[config.mk]
export PLATFORM = sky130hd
export DESIGN_NAME = param_sine_nco
export DESIGN_NICKNAME = d
export VERILOG_FILES = /design/src/rtl/param_sine_nco.sv
export SDC_FILE = /design/constraint.sdc
export NUM_CORES = 1
export LEC_CHECK = 0
export ABC_AREA = 1
export ABC_CLOCK_PERIOD_IN_PS = 13800
export BUFFER_PORTS_ARGS = -buffer_cell sky130_fd_sc_hd__buf_2
export CAP_MARGIN = 25
export CELL_PAD_IN_SITES_DETAIL_PLACEMENT = 1
export CELL_PAD_IN_SITES_GLOBAL_PLACEMENT = 1
export CORE_ASPECT_RATIO = 1.2
export CORE_MARGIN = 4
export CORE_UTILIZATION = 25
export DETAILED_ROUTE_END_ITERATION = 8
export PLACE_DENSITY = 0.61
export RECOVER_POWER = 100
export SYNTH_ARGS = -nofsm -noshare
export SYNTH_HDL_FRONTEND = slang
export SYNTH_SLANG_ARGS = --single-unit
[constraint.sdc]
create_clock -name i_clock -period 13.8 [get_ports i_clock]
set_input_delay 2.07 -clock i_clock [delete_from_list [all_inputs] [get_ports i_clock]]
set_output_delay 2.07 -clock i_clock [all_outputs]
set_load 0.02 [all_outputs]
[src/rtl/param_sine_nco.sv]
// Parametrised sine NCO: phase accumulator -> quarter-wave mirrored table -> signed sample, 3 enabled edges of latency.
// Define COS_OUTPUT_EN to add the quadrature o_cosine output, which shares o_valid.
module param_sine_nco #(
    parameter int ACC_W    = 32,
    parameter int THETA_W  = 10,
    parameter int OUT_W    = 24,
    parameter     ROM_FILE = "sine_quarter.mem"
) (
    input  logic                      i_clock,
    input  logic                      i_reset,
    input  logic                      i_clkEn,
    input  logic                      i_load,
    input  logic [ACC_W-1:0]          i_freqWord,
    input  logic [THETA_W-1:0]        i_phaseOffset,
    input  logic                      i_sync,
    output logic signed [OUT_W-1:0]   o_sine,
`ifdef COS_OUTPUT_EN
    output logic signed [OUT_W-1:0]   o_cosine,
`endif
    output logic [THETA_W-1:0]        o_theta,
    output logic                      o_valid
);

    localparam int  A_W      = THETA_W - 2;
    localparam int  N        = 1 << A_W;
    localparam int  SAMP_W   = OUT_W - 1;
    localparam int  ROM_BITS = N * SAMP_W;
    localparam int  IDX_W    = $clog2(ROM_BITS);
    localparam real PI       = 3.14159265358979323846;

    // Quarter-wave table sampled at half-step offsets, built at elaboration with the same formula as the ROM_FILE image.
    function automatic logic [ROM_BITS-1:0] buildTable();
        logic [ROM_BITS-1:0] tbl;
        logic [IDX_W-1:0]    base;
        real                 amp;
        real                 ang;
        real                 term;
        real                 sum;
        tbl = '0;
        amp = 1.0;
        for (int i = 0; i < SAMP_W; i++) amp = amp * 2.0;
        amp = amp - 1.0;
        for (int k = 0; k < N; k++) begin
            ang  = PI * $itor(2 * k + 1) / $itor(4 * N);
            term = ang;
            sum  = ang;
            for (int n = 1; n <= 12; n++) begin
                term = -term * ang * ang / $itor(2 * n * (2 * n + 1));
                sum  = sum + term;
            end
            base = IDX_W'(k * SAMP_W);
            tbl[base +: SAMP_W] = SAMP_W'($rtoi(amp * sum + 0.5));
        end
        return tbl;
    endfunction

    localparam logic [ROM_BITS-1:0] ROM_TABLE = buildTable();

    logic                   w_unused_romFile;
    logic [ACC_W-1:0]       r_acc;
    logic [ACC_W-1:0]       r_freq;
    logic [THETA_W-1:0]     r_offset;
    logic [2:0]             r_fill;
    logic [THETA_W-1:0]     r_idx;
    logic [THETA_W-1:0]     r_idxAl;
    logic [1:0]             r_q;
    logic [SAMP_W-1:0]      r_romSin;
    logic [1:0]             w_q;
    logic [A_W-1:0]         w_a;
    logic [A_W-1:0]         w_addrSin;
    logic [IDX_W-1:0]       w_baseSin;
    logic [OUT_W-1:0]       w_magSin;

    assign w_unused_romFile = ^ROM_FILE;

    // Odd quadrants read the table mirrored: N-1-a is the bitwise complement of a.
    assign w_q       = r_idx[THETA_W-1 -: 2];
    assign w_a       = r_idx[A_W-1:0];
    assign w_addrSin = w_q[0] ? ~w_a : w_a;
    assign w_baseSin = IDX_W'(w_addrSin) * IDX_W'(SAMP_W);
    assign w_magSin  = {1'b0, r_romSin};
    assign o_valid   = r_fill[2];

`ifdef COS_OUTPUT_EN
    logic [1:0]             r_qCos;
    logic [SAMP_W-1:0]      r_romCos;
    logic [1:0]             w_qCos;
    logic [A_W-1:0]         w_addrCos;
    logic [IDX_W-1:0]       w_baseCos;
    logic [OUT_W-1:0]       w_magCos;

    assign w_qCos    = w_q + 2'd1;
    assign w_addrCos = w_qCos[0] ? ~w_a : w_a;
    assign w_baseCos = IDX_W'(w_addrCos) * IDX_W'(SAMP_W);
    assign w_magCos  = {1'b0, r_romCos};

    always_ff @(posedge i_clock or posedge i_reset) begin
        if (i_reset) begin
            r_qCos   <= '0;
            r_romCos <= '0;
            o_cosine <= '0;
        end else if (i_sync) begin
            r_qCos   <= '0;
            r_romCos <= '0;
        end else if (i_clkEn) begin
            r_qCos   <= w_qCos;
            r_romCos <= ROM_TABLE[w_baseCos +: SAMP_W];
            o_cosine <= r_qCos[1] ? -w_magCos : w_magCos;
        end
    end
`endif

    always_ff @(posedge i_clock or posedge i_reset) begin
        if (i_reset) begin
            r_freq   <= '0;
            r_offset <= '0;
        end else if (i_load) begin
            r_freq   <= i_freqWord;
            r_offset <= i_phaseOffset;
        end
    end

    // Sync restarts the run from phase zero but leaves the output samples holding until the pipe refills.
    always_ff @(posedge i_clock or posedge i_reset) begin
        if (i_reset) begin
            r_acc    <= '0;
            r_fill   <= '0;
            r_idx    <= '0;
            r_idxAl  <= '0;
            r_q      <= '0;
            r_romSin <= '0;
            o_sine   <= '0;
            o_theta  <= '0;
        end else if (i_sync) begin
            r_acc    <= '0;
            r_fill   <= '0;
            r_idx    <= '0;
            r_idxAl  <= '0;
            r_q      <= '0;
            r_romSin <= '0;
        end else if (i_clkEn) begin
            r_acc    <= r_acc + r_freq;
            r_fill   <= {r_fill[1:0], 1'b1};
            r_idx    <= r_acc[ACC_W-1 -: THETA_W] + r_offset;
            r_idxAl  <= r_idx;
            r_q      <= w_q;
            r_romSin <= ROM_TABLE[w_baseSin +: SAMP_W];
            o_sine   <= r_q[1] ? -w_magSin : w_magSin;
            o_theta  <= r_idxAl;
        end
    end

endmodule

**Word-level counts from Yosys, hierarchy flattened**

Index checks and enable logic that the tools add are counted.
W data, S select, Z words.

- $add $sub $neg: 3
- Multipliers: 1
- Div/mod/pow operators: 0
- Order comparisons: 0
- Eq/ne operators: 0
- Shifts and indexed selects: 1
- Mux-type cells: 14
- Bitwise operators: 2
- Reduce and logical (&&, ||, !) cells: 2

Operators with widths:

| cell | count |
|---|---|
| $shiftx A5888 B14 Y23 const A | 1 |
| $mux W32 | 2 |
| $mux W23 | 2 |
| $mux W10 | 4 |
| $add A32 B32 Y32 | 1 |
| $mux W24 | 1 |
| $neg A23 Y24 | 1 |
| $mul A8 B5 Y13 const B | 1 |
| $add A10 B10 Y10 | 1 |
| $mux W8 | 1 |
| $not A8 Y8 | 1 |
| $mux W3 | 2 |
| $mux W2 | 2 |
| $reduce_and A2 Y1 | 1 |
| $reduce_bool A2 Y1 | 1 |
| $not A1 Y1 | 1 |

- Flip-flop bits (word level): 156
- Bits in latches: 0
- Bits in writable memories: 0
- Memory bits (read-only): 0
- Input bits: 47
- Output and inout port bits: 35
- Logic and storage cells: 33
- Memories: 0

**Longest topological paths before layout**

- Depth after elaboration: 6
- Mapped depth: 18
- Mapped depth without buffers: 17

**Worst setup path after synthesis**

Ideal clock, no wire load.

- Path type: input to register
- Start point: input i_clkEn
- End point: register r_acc[1]
- Setup time: 0.138 ns
- Arrival: 3.207 ns
- Data required time: 13.662 ns
- Path slack: 10.455 ns
- Stages on the path: 7
- Buffers on the path: 3
- Cells stage by stage: inv_1 > nor2_1 > inv_1 > clkbuf_1 > clkbuf_1 > clkbuf_1 > o22ai_1

- Longest elaborated chain between the ends: 1

Ends and longest elaborated chain:

| what | RTL line | source |
|---|---|---|
| from (decl) | 11 | `input logic i_clkEn,` |
| $reduce_bool A2 Y1 (no source line) | n/a |  |
| to (signal assigned) | 142 | `r_acc <= r_acc + r_freq;` |
| to (decl) | 60 | `logic [ACC_W-1:0] r_acc;` |

Every way passes these cells.
A chain may end at the register's enable or synchronous reset.

==> flow_summary.json <==
{
  "avgSynthCellArea_um2": 6.03,
  "fmax_mhz": 131,
  "max_slew_margin_pct": -182,
  "dieHeight_um": 274,
  "grt_first_pass_wirelength_um": 122000,
  "final_hold_viol_count": 0,
  "cp-start-kind": "primary input",
  "vias": 17800,
  "ir_drop_uv": 102,
  "post-route-util_pct": 27.8,
  "clkSlewWorstSetupHoldPaths_ns": 0.07,
  "cts_buffers": 17,
  "synthTopCellsByCount": "937 x nand2_1, 297 x nand3_1, 191 x nor2_1",
  "initial_core_util_pct": 25.2,
  "synth_cells": 2436,
  "diodes": 0,
  "critPathCaptureType": "asynchronous set/reset pin",
  "synth-adder-area-share_pct": 5.21,
  "place_congestion": 1.14,
  "drive_gt1_share_pct": 7.57,
  "swShare_pct": 59.9,
  "ys_seq_area_share_pct": 26.2,
  "r2r-start": "r_idx[8]$_DFFE_PP0P_",
  "coreArea_um2": 58300,
  "post-synth-top-count-cell": "nand2_1",
  "grt_overflow": 0,
  "drv_cap": 5,
  "grt_pass1_vias": 18500,
  "min-delay-path-class": "flip-flop to flip-flop",
  "nNetsFinal": 2551,
  "post-dp-hpwl_um": 60400,
  "intPower_w": 0.00131,
  "p_leak_nw": 8.27,
  "seq_power_share_pct": 18.9,
  "ys_ff_latch": 154,
  "worstHoldStart": "o_sine[22]$_DFFE_PP0P_",
  "die-area_um2": 62800,
  "synthMuxAreaShare_pct": 3.06,
  "tightestPinTransition_ns": 4.20,
  "rsz0062_at_grt": "no",
  "clk_latency_ns": 0.47,
  "p_per_area_nw_per_um2": 202,
  "holdWs_ns": 0.483,
  "cts_root_buf": "clkbuf_16",
  "wirelength_um": 82600,
  "h-tree-depth": 4,
  "status": "complete, but fails checks",
  "antenna_found_initial": 0,
  "violations": "max-capacitance violations, max-slew violations",
  "period_share_pct": 55.4,
  "syn2layout_area_growth_pct": 10.1,
  "async_flop_share_pct": 100,
  "critical_path_class": "primary input to asynchronous set/reset pin",
  "cts_hold_buffers": 0,
  "postCtsSetupBuffers": 0,
  "cts_resized": 0,
  "synth_nets": 2543,
  "placed_cells": 3165,
  "postRouteAntennaNets": 0,
  "post_drt_wl_per_cell_um": 25.8,
  "finalSetupViolations": 0,
  "cts_num_sinks": 154,
  "synth.distinct_cells": 45,
  "finalNonFillerCells": 3199,
  "io_pins": 82,
  "grt_max_degree": 91,
  "synth_top_flop_cell": "dfrtp_1",
  "required_ns": 13.53,
  "cp-startpoint": "i_reset",
  "place.port_buffers": 81,
  "die_x_um": 229,
  "synth_largest_area_cell": "dfrtp_1",
  "synth_top_area_share_pct": 26.2,
  "synth_xor_area_share_pct": 1.07,
  "yosys-top-cells-area": "dfrtp_1 26%, nand2_1 24%, nand3_1 10%, ha_1 4.9%, nor2_1 4.9%",
  "p_switching_w": 0.00195,
  "yosysWarningCount": 0,
  "drc": 0,
  "slew_violations": 332,
  "combPwrFrac_pct": 66.4,
  "synth_compound_area_share_pct": 12.5,
  "p_clk_share_pct": 14.8,
  "cp_max_fo": 89,
  "finalSetupTns_ns": 0,
  "first_pass_iters": 6,
  "syn_area_um2": 14700,
  "post-route-min-period_ns": 7.65,
  "drt_iter0_markers": 1625,
  "cts_buffer_depth": 2,
  "avgViaCountPerCell": 5.55,
  "cts_tree": "done",
  "synth_top_family_by_area": "simple AND/OR/NAND/NOR gates",
  "synth_edf_count": 0,
  "synth-simple-area-share_pct": 42.8,
  "worstPathArrival_ns": 7.38,
  "fin_skew_ns": 0.0118,
  "row_count": 97,
  "grt.total_usage_pct": 25.9
}
## layout make-up
type / instances / area [um^2]
clock buffer: 17 / 425
inverter: 192 / 722
tap: 742 / 928
multi-input combinational: 1973 / 9550
sequential: 154 / 3850
fill: 7568 / 42100
clock inverter: 15 / 159
timing repair buffer: 106 / 544
## final timing paths
path	slack [ns]	cells past startpoint	end
worst min-delay path	0.48	2	o_sine[22]$_DFFE_PP0P_
worst max-delay path	6.15	3	r_romSin[17]$_DFFE_PP0P_
max in group i_clock	6.71	7	o_sine[14]$_DFFE_PP0P_
worst max register to register	9.40	13	r_romSin[0]$_DFFE_PP0P_
min in group asynchronous	2.86	2	r_freq[4]$_DFFE_PP0P_
worst min register to register	0.48	2	o_sine[22]$_DFFE_PP0P_
## flip-flops by register name, summed over array words and instances, names as in the netlist
register and cells:
r_idx 10, r_idxAl 10, o_theta 10, r_fill 3, r_acc 32, r_romSin 23
o_sine 24, r_freq 32, r_offset 10
## per-layer routing
| layer | vias up | global-route usage [%] | wire length (um) |
|---|---|---|---|
| met3 | 341 | 4.63 | 6020 |
| met2 | 854 | 42.6 | 37700 |
| met5 | - | 0 | 0 |
| li1 | 7933 | - | - |
| met1 | 8631 | 29.7 | 31100 |
| met4 | 0 | 20.3 | 7810 |
## cells in the final DEF (no fill, tap or decap), types with 7 or more instances in the layout
cell | Yosys | routed
a21oi_1 | 125 | 125
a31oi_1 | 7 | 7
buf_2 | 55 | 44
buf_4 | 12 | 20
clkbuf_1 | 32 | 41
clkbuf_16 | 0 | 17
dfrtp_1 | 154 | 154
ha_1 | 58 | 58
inv_1 | 186 | 185
mux2_2 | 40 | 40
nand2_1 | 937 | 937
nand2_2 | 22 | 20
nand3_1 | 297 | 297
nand3b_1 | 7 | 7
nand4_1 | 23 | 23
nor2_1 | 191 | 189
nor3_1 | 12 | 12
o21ai_0 | 135 | 137
o21ai_1 | 23 | 21
o21bai_1 | 8 | 8
o22ai_1 | 18 | 18
xor2_1 | 11 | 11
## kinds of logic (layout without fill, tap and decap cells)
group	Yosys count	count (layout)
compound gates	343	343
xor+xnor	18	18
fa+ha+maj	60	60
buf+inv	309	330
flops	154	154
mux	40	40
simple gates	1512	1512
## power by group through the flow
stage          sequential, W  combinational (W)  clock, W
6_report            0.000616            0.00217  0.000482
5_1_grt             0.000629            0.00230  0.000518
4_1_cts             0.000616            0.00208  0.000504
3_5_place_dp        0.000624            0.00208         0
3_3_place_gp        0.000622            0.00207         0
2_1_floorplan       0.000620            0.00127         0
## critical path, stage by stage
cell and delay [ns]:
buf_2 0.10, clkinvlp_2 2.34, clkbuf_1 2.73
## metrics by stage
stage	instance area, um^2	setup slack (ns)	total power, W
after global placement	15600	9.63	0.00270
after global routing	16200	4.80	0.00345
after floorplan	14700	7.58	0.00189
after detailed placement	15600	9.66	0.00270
final	16200	6.15	0.00327
after CTS	16200	9.65	0.00321
Power figures use the tool's default switching activity.
